## src/rtl/cnn_axi_pkg.sv

```systemverilog
// Shared widths, lane geometry and packer state encoding for the CNN-to-AXI output path.
// Also carries the default per-layer OFM word counts.
package cnn_axi_pkg;

    localparam int DATA_WIDTH = 16;
    localparam int AXI_WIDTH  = 256;
    localparam int LANES      = AXI_WIDTH / DATA_WIDTH;
    localparam int WCNT_WIDTH = 20;

    // Default layer sizes in 256-bit words: one tile row block, and a full 256-channel layer.
    localparam int OFM_TILE_WORDS = 338;
    localparam int NUM_TRANS_OFM  = 338 * 256;

    typedef enum logic [0:0] {
        RUN  = 1'b0,
        DONE = 1'b1
    } packer_state_t;

endpackage

```

## src/rtl/ofm_word_packer.sv

```systemverilog
// Packs DATA_WIDTH-bit OFM pixels into AXI_WIDTH-bit words for the AXI write FIFO,
// with end-of-tile zero-padded flush and per-layer word counting.
module ofm_word_packer #(
    parameter int DATA_WIDTH = cnn_axi_pkg::DATA_WIDTH,
    parameter int AXI_WIDTH  = cnn_axi_pkg::AXI_WIDTH,
    parameter int WCNT_WIDTH = cnn_axi_pkg::WCNT_WIDTH
) (
    input  logic                  ACLK,
    input  logic                  ARESETN,
    input  logic                  clear,
    input  logic                  pix_valid,
    output logic                  pix_ready,
    input  logic [DATA_WIDTH-1:0] pix_data,
    input  logic                  pix_last,
    input  logic                  fifo_ready,
    output logic [AXI_WIDTH-1:0]  wdata_out,
    output logic                  write,
    input  logic [WCNT_WIDTH-1:0] words_total,
    output logic [WCNT_WIDTH-1:0] word_cnt,
    output logic                  layer_done
);
    import cnn_axi_pkg::*;

    localparam int NLANES    = AXI_WIDTH / DATA_WIDTH;
    localparam int LANE_BITS = (NLANES > 1) ? $clog2(NLANES) : 1;
    localparam logic [LANE_BITS-1:0] LAST_LANE = LANE_BITS'(NLANES - 1);

    packer_state_t         state_r;
    packer_state_t         state_nx_s;
    logic [AXI_WIDTH-1:0]  acc_r;
    logic [AXI_WIDTH-1:0]  out_reg_r;
    logic                  out_valid_r;
    logic [LANE_BITS-1:0]  lane_idx_r;
    logic [WCNT_WIDTH-1:0] word_cnt_r;
    logic                  layer_done_r;

    logic                  pix_ready_s;
    logic                  write_s;
    logic                  accept_s;
    logic                  complete_s;
    logic                  done_hit_s;
    logic [AXI_WIDTH-1:0]  merged_s;

    function automatic logic [AXI_WIDTH-1:0] lane_insert(
        input logic [AXI_WIDTH-1:0]  word,
        input logic [LANE_BITS-1:0]  idx,
        input logic [DATA_WIDTH-1:0] pix
    );
        logic [AXI_WIDTH-1:0] res;
        res = word;
        for (int k = 0; k < NLANES; k++) begin
            res[k*DATA_WIDTH +: DATA_WIDTH] = (idx == LANE_BITS'(k)) ? pix : word[k*DATA_WIDTH +: DATA_WIDTH];
        end
        return res;
    endfunction

    // Handshake, completion detect and end-of-layer detect.
    always_comb begin
        pix_ready_s = 1'b0;
        write_s     = 1'b0;
        if (state_r == RUN) begin
            // The pending slot drains in the same cycle it may be refilled.
            pix_ready_s = !out_valid_r || fifo_ready;
            write_s     = out_valid_r && fifo_ready;
        end else begin
            pix_ready_s = 1'b0;
            write_s     = 1'b0;
        end
        accept_s   = pix_valid && pix_ready_s;
        complete_s = accept_s && ((lane_idx_r == LAST_LANE) || pix_last);
        merged_s   = lane_insert(acc_r, lane_idx_r, pix_data);
        done_hit_s = write_s && (words_total != {WCNT_WIDTH{1'b0}})
                     && ((word_cnt_r + WCNT_WIDTH'(1'b1)) == words_total);
    end

    // Next-state logic: DONE is sticky until reset or clear.
    always_comb begin
        state_nx_s = state_r;
        case (state_r)
            RUN: begin
                if (done_hit_s) begin
                    state_nx_s = DONE;
                end else begin
                    state_nx_s = RUN;
                end
            end
            DONE:    state_nx_s = DONE;
            default: state_nx_s = RUN;
        endcase
    end

    // State register.
    always_ff @(posedge ACLK or negedge ARESETN) begin
        if (!ARESETN) begin
            state_r <= RUN;
        end else if (clear) begin
            state_r <= RUN;
        end else begin
            state_r <= state_nx_s;
        end
    end

    // Accumulator and lane pointer; acc returns to zero on completion so flush padding is zero.
    always_ff @(posedge ACLK or negedge ARESETN) begin
        if (!ARESETN) begin
            acc_r      <= {AXI_WIDTH{1'b0}};
            lane_idx_r <= {LANE_BITS{1'b0}};
        end else if (clear) begin
            acc_r      <= {AXI_WIDTH{1'b0}};
            lane_idx_r <= {LANE_BITS{1'b0}};
        end else if (complete_s) begin
            acc_r      <= {AXI_WIDTH{1'b0}};
            lane_idx_r <= {LANE_BITS{1'b0}};
        end else if (accept_s) begin
            acc_r      <= merged_s;
            lane_idx_r <= lane_idx_r + LANE_BITS'(1'b1);
        end
    end

    // Single pending-word slot; a reload in the write cycle keeps it occupied without a bubble.
    always_ff @(posedge ACLK or negedge ARESETN) begin
        if (!ARESETN) begin
            out_reg_r   <= {AXI_WIDTH{1'b0}};
            out_valid_r <= 1'b0;
        end else if (clear) begin
            out_reg_r   <= {AXI_WIDTH{1'b0}};
            out_valid_r <= 1'b0;
        end else if (complete_s) begin
            out_reg_r   <= merged_s;
            out_valid_r <= 1'b1;
        end else if (write_s) begin
            out_valid_r <= 1'b0;
        end
    end

    // Word counter (wraps) and one-cycle layer_done pulse.
    always_ff @(posedge ACLK or negedge ARESETN) begin
        if (!ARESETN) begin
            word_cnt_r   <= {WCNT_WIDTH{1'b0}};
            layer_done_r <= 1'b0;
        end else if (clear) begin
            word_cnt_r   <= {WCNT_WIDTH{1'b0}};
            layer_done_r <= 1'b0;
        end else begin
            if (write_s) begin
                word_cnt_r <= word_cnt_r + WCNT_WIDTH'(1'b1);
            end
            layer_done_r <= done_hit_s;
        end
    end

    assign pix_ready  = pix_ready_s;
    assign write      = write_s;
    assign wdata_out  = out_reg_r;
    assign word_cnt   = word_cnt_r;
    assign layer_done = layer_done_r;

endmodule

```

## config.mk

```make
export PLATFORM = sky130hd
export DESIGN_NAME = ofm_word_packer
export DESIGN_NICKNAME = d
export VERILOG_FILES = /design/src/rtl/cnn_axi_pkg.sv /design/src/rtl/ofm_word_packer.sv
export SDC_FILE = /design/constraint.sdc
export NUM_CORES = 1
export LEC_CHECK = 0
export CORE_ASPECT_RATIO = 1.4
export CORE_UTILIZATION = 50
export DETAILED_ROUTE_END_ITERATION = 8
export MAX_ROUTING_LAYER = met4
export PLACE_DENSITY = 0.84
export SYNTH_ARGS = -nofsm -noshare
export SYNTH_HDL_FRONTEND = slang
export SYNTH_SLANG_ARGS = --single-unit
```

## constraint.sdc

```tcl
create_clock -name ACLK -period 2.16 [get_ports ACLK]
set_clock_uncertainty 0.1 [all_clocks]
set_input_delay 0.432 -clock ACLK [delete_from_list [all_inputs] [get_ports ACLK]]
set_output_delay 0.432 -clock ACLK [all_outputs]
set_load 0.05 [all_outputs]
```

==> impl_results.md <==
* Worst-path maximum fanout at 8
* CTS clk-pin slew, worst paths at about 60 ps
* Final Critical Period at 2300 ps
* CTS buffer count at 50
* Power, Total at approximately 23 mW
* Post-Syn Nets at roughly 2400
* DRC errors left at 0
* Port bufs at 320
* Leakage at ~15 nW
* CTS tree: built
* Post-route setup slack at -144 ps
* Slew HR at between 15 and 20%
* Initial antenna violation count at 0
* Fillers at between 3000 and 4000
* Worst-Skew Late Latency at 580 ps
* Post-synth top area share at between 50 and 60%
* Async SR Flop Fraction at 100%
* Most common cell after layout, fill and taps aside: dfrtp_1
* Final Hold Vio Count at 0
* Final Cycle Share at 107%
* CTS sink count at ~540
* Gr usage total at a little under a third
* Nets at approximately 2800
* First-pass iteration count of the detailed router at 8
* DP HPWL at 49000 µm
* Setup CP Type: reg -> reg
* Failing checks: setup timing
* Hold crit path type: in -> reg
* WHS Endpoint: wdata_out[180]
* Worst Setup End Kind: register
* DIE AREA at a little under 50000 µm²
* Antenna Nets Post-Route at 0
* Site Rows at between 90 and 100
* Synthesized flop and latch total at about 540
* Initial Utilization at approximately 51%
* Seq/Total Area, Yosys at a little under three fifths
* Fmax at between 400 and 500 MHz
* Syn avg cell area at about 10 µm²
* H-Tree Depth at 2
* Syn Inst Count at 2382
* # diodes at 0
* Slew Limit Fails at 0
* EDFF count, synth at 0
* Hold Crit Start: pix_data[4]
* R2R cell count at 9
* Core ar. at 47900 µm²
* Ports at roughly 320
* First-pass GRT wire length at 119000 µm
* Most frequent cells in the layout: 528 x dfrtp_1, 463 x nor2_1, 281 x nand2_1
* Synth-to-layout area growth at 30.4%
* Routed wire length at slightly below 80000 µm
* Vias per cell at around 6.3
* Initial DRC Count at 1914
* Die height at about 260 µm
* Hold WS at approximately 200 ps
* Crit start category: register
* Status: complete, but fails checks
* Hold path depth at 3
* Post-synth top area cell: dfrtp_1
* Placed cell areas at 28900 µm²
* Synthesis warning total at 0
* Ys flop type: dfrtp_1
* Fraction of layout cells with a size suffix above 1 at about a fifth
* RSZ-0062 raised after global routing: true
* Top cells by area, synth: dfrtp_1 56%, nor2_1 7.3%, a22oi_1 5.6%, mux2i_1 5.3%, a311oi_1 4.6%
* Root Driver: clkbuf_16
* Critical Path RT at approximately 2600 ps
* Worst R2R End: acc_r[237]
* Reg2reg start: lane_idx_r[1]
* Mapped Area at between 20000 and 25000 µm²
* Core Util, Final at 66.0%
* Vias in the first global route at around 21000
* Flop2flop setup slack at -140 ps
* Peak VDD IR at roughly 630 µV
* Die X at 188 µm
* Routability Congestion at a little over 0.9
* Yosys cell types at 63
* DR WL/cell at approximately 23 µm
* PD cells at approximately 740 nW/µm²
* Pin count of the biggest net entering global routing at 184
* Max-cap violation count at 0
* Routed vias at 21300
* Clock buffer depth at 3
* Count of final setup violators at 24
* Worst-margin pin slew at 1230 ps
* Post-route cell area at between 30000 and 40000 µm²
* WP data arrival at about 2700 ps
* GR Overflow Total at 0
where the power goes:
part / internal, mW / switching (mW)
Sequential: 10.4 / 0.268
Clock: 4.99 / 3.80
Combinational: 1.14 / 2.72
Total: 16.6 / 6.80
per-stage QoR:
| stage | std cells | setup TNS (ps) | setup WS [ps] |
|---|---|---|---|
| floorplan | 2382 | -90.2 | -12.3 |
| global placement | 3260 | -185440 | -529 |
| detailed placement | 3260 | -219710 | -643 |
| CTS | 3359 | -159 | -45.4 |
| global route | 3376 | -12420 | -167 |
| finish | 3376 | -1310 | -144 |
critical path, stage by stage (launching register included):
cell       delay, ps
dfrtp_1          400
ha_2             200
and3_4           160
o2111a_2         350
nor2_4           200
nand2_4           90
buf_6            150
nor2_4           200
clkbuf_16        200
a22o_1           180
registers in the layout, summed over array words and instances, names as in the netlist:
name / flops
layer_done: 1
out_valid_r: 1
word_cnt: 20
wdata_out: 256
acc_r: 256
state_r: 1
lane_idx_r: 4
final cells by class:
type	count	area [µm²]	share of cell area [%]
clock buffers	74	1480	4.69
clock inverters	13	146	0.463
inverters	12	50.0	0.158
multi-input cells	1589	10400	32.9
flip-flops and latches	539	13500	42.7
well taps	630	788	2.50
repair buffers	519	5220	16.5
synth_stat cells (all sizes together) (19+ instances only):
master and number:
a311oi 128, clkbuf 140, dfrtp 539, nand2 293, nor2 474, xnor2 22
a211oi 130, xor2 21, mux2i 128, nand3 19, a22o 59, o21ai 21
a22oi 181, buf 103, and2 23
cell families (layout without fill, tap and decap cells):
group | count (synthesis) | in the layout | synth area share [%]
XOR/XNOR | 43 | 43 | 1.55
AO/OA/AOI/OAI | 543 | 543 | 17.8
multiplexers | 130 | 130 | 5.38
buffers and inverters | 255 | 618 | 4.68
AND/OR/NAND/NOR | 867 | 868 | 14.7
flip-flops | 539 | 539 | 55.7
adder cells (fa/ha/maj) | 5 | 5 | 0.258
routing by layer:
layer | GRT usage (%) | routed length, µm | share of wire [%] | vias up
met5 | - | 0 | 0 | -
met4 | 20.3 | 5970 | 7.5 | 0
met3 | 4.09 | 5940 | 7.5 | 342
met2 | 51.9 | 39400 | 50 | 1166
met1 | 36.8 | 28000 | 35 | 10700
li1 | - | - | - | 9091
worst max-delay path by stage:
stage                       start            end  slack (ps)  cells after the start
finish              lane_idx_r[1]     acc_r[237]        -140                      9
detailed placement     fifo_ready     acc_r[170]        -640                      8
floorplan             word_cnt[3]        state_r         -10                      8
global route        lane_idx_r[1]     acc_r[237]        -170                      9
global placement       fifo_ready      acc_r[92]        -530                      8
CTS                 lane_idx_r[0]  wdata_out[80]         -50                      7
repair_timing:
item	in CTS	in global routing
pin swaps	9	29
gates cloned	1	6
hold endpoints to repair	31	0
resized for setup	296	157
hold buffers	2	0
setup buffers	9	11
setup endpoints to repair	534	480
No activity file was read; power rests on OpenSTA's default activity.
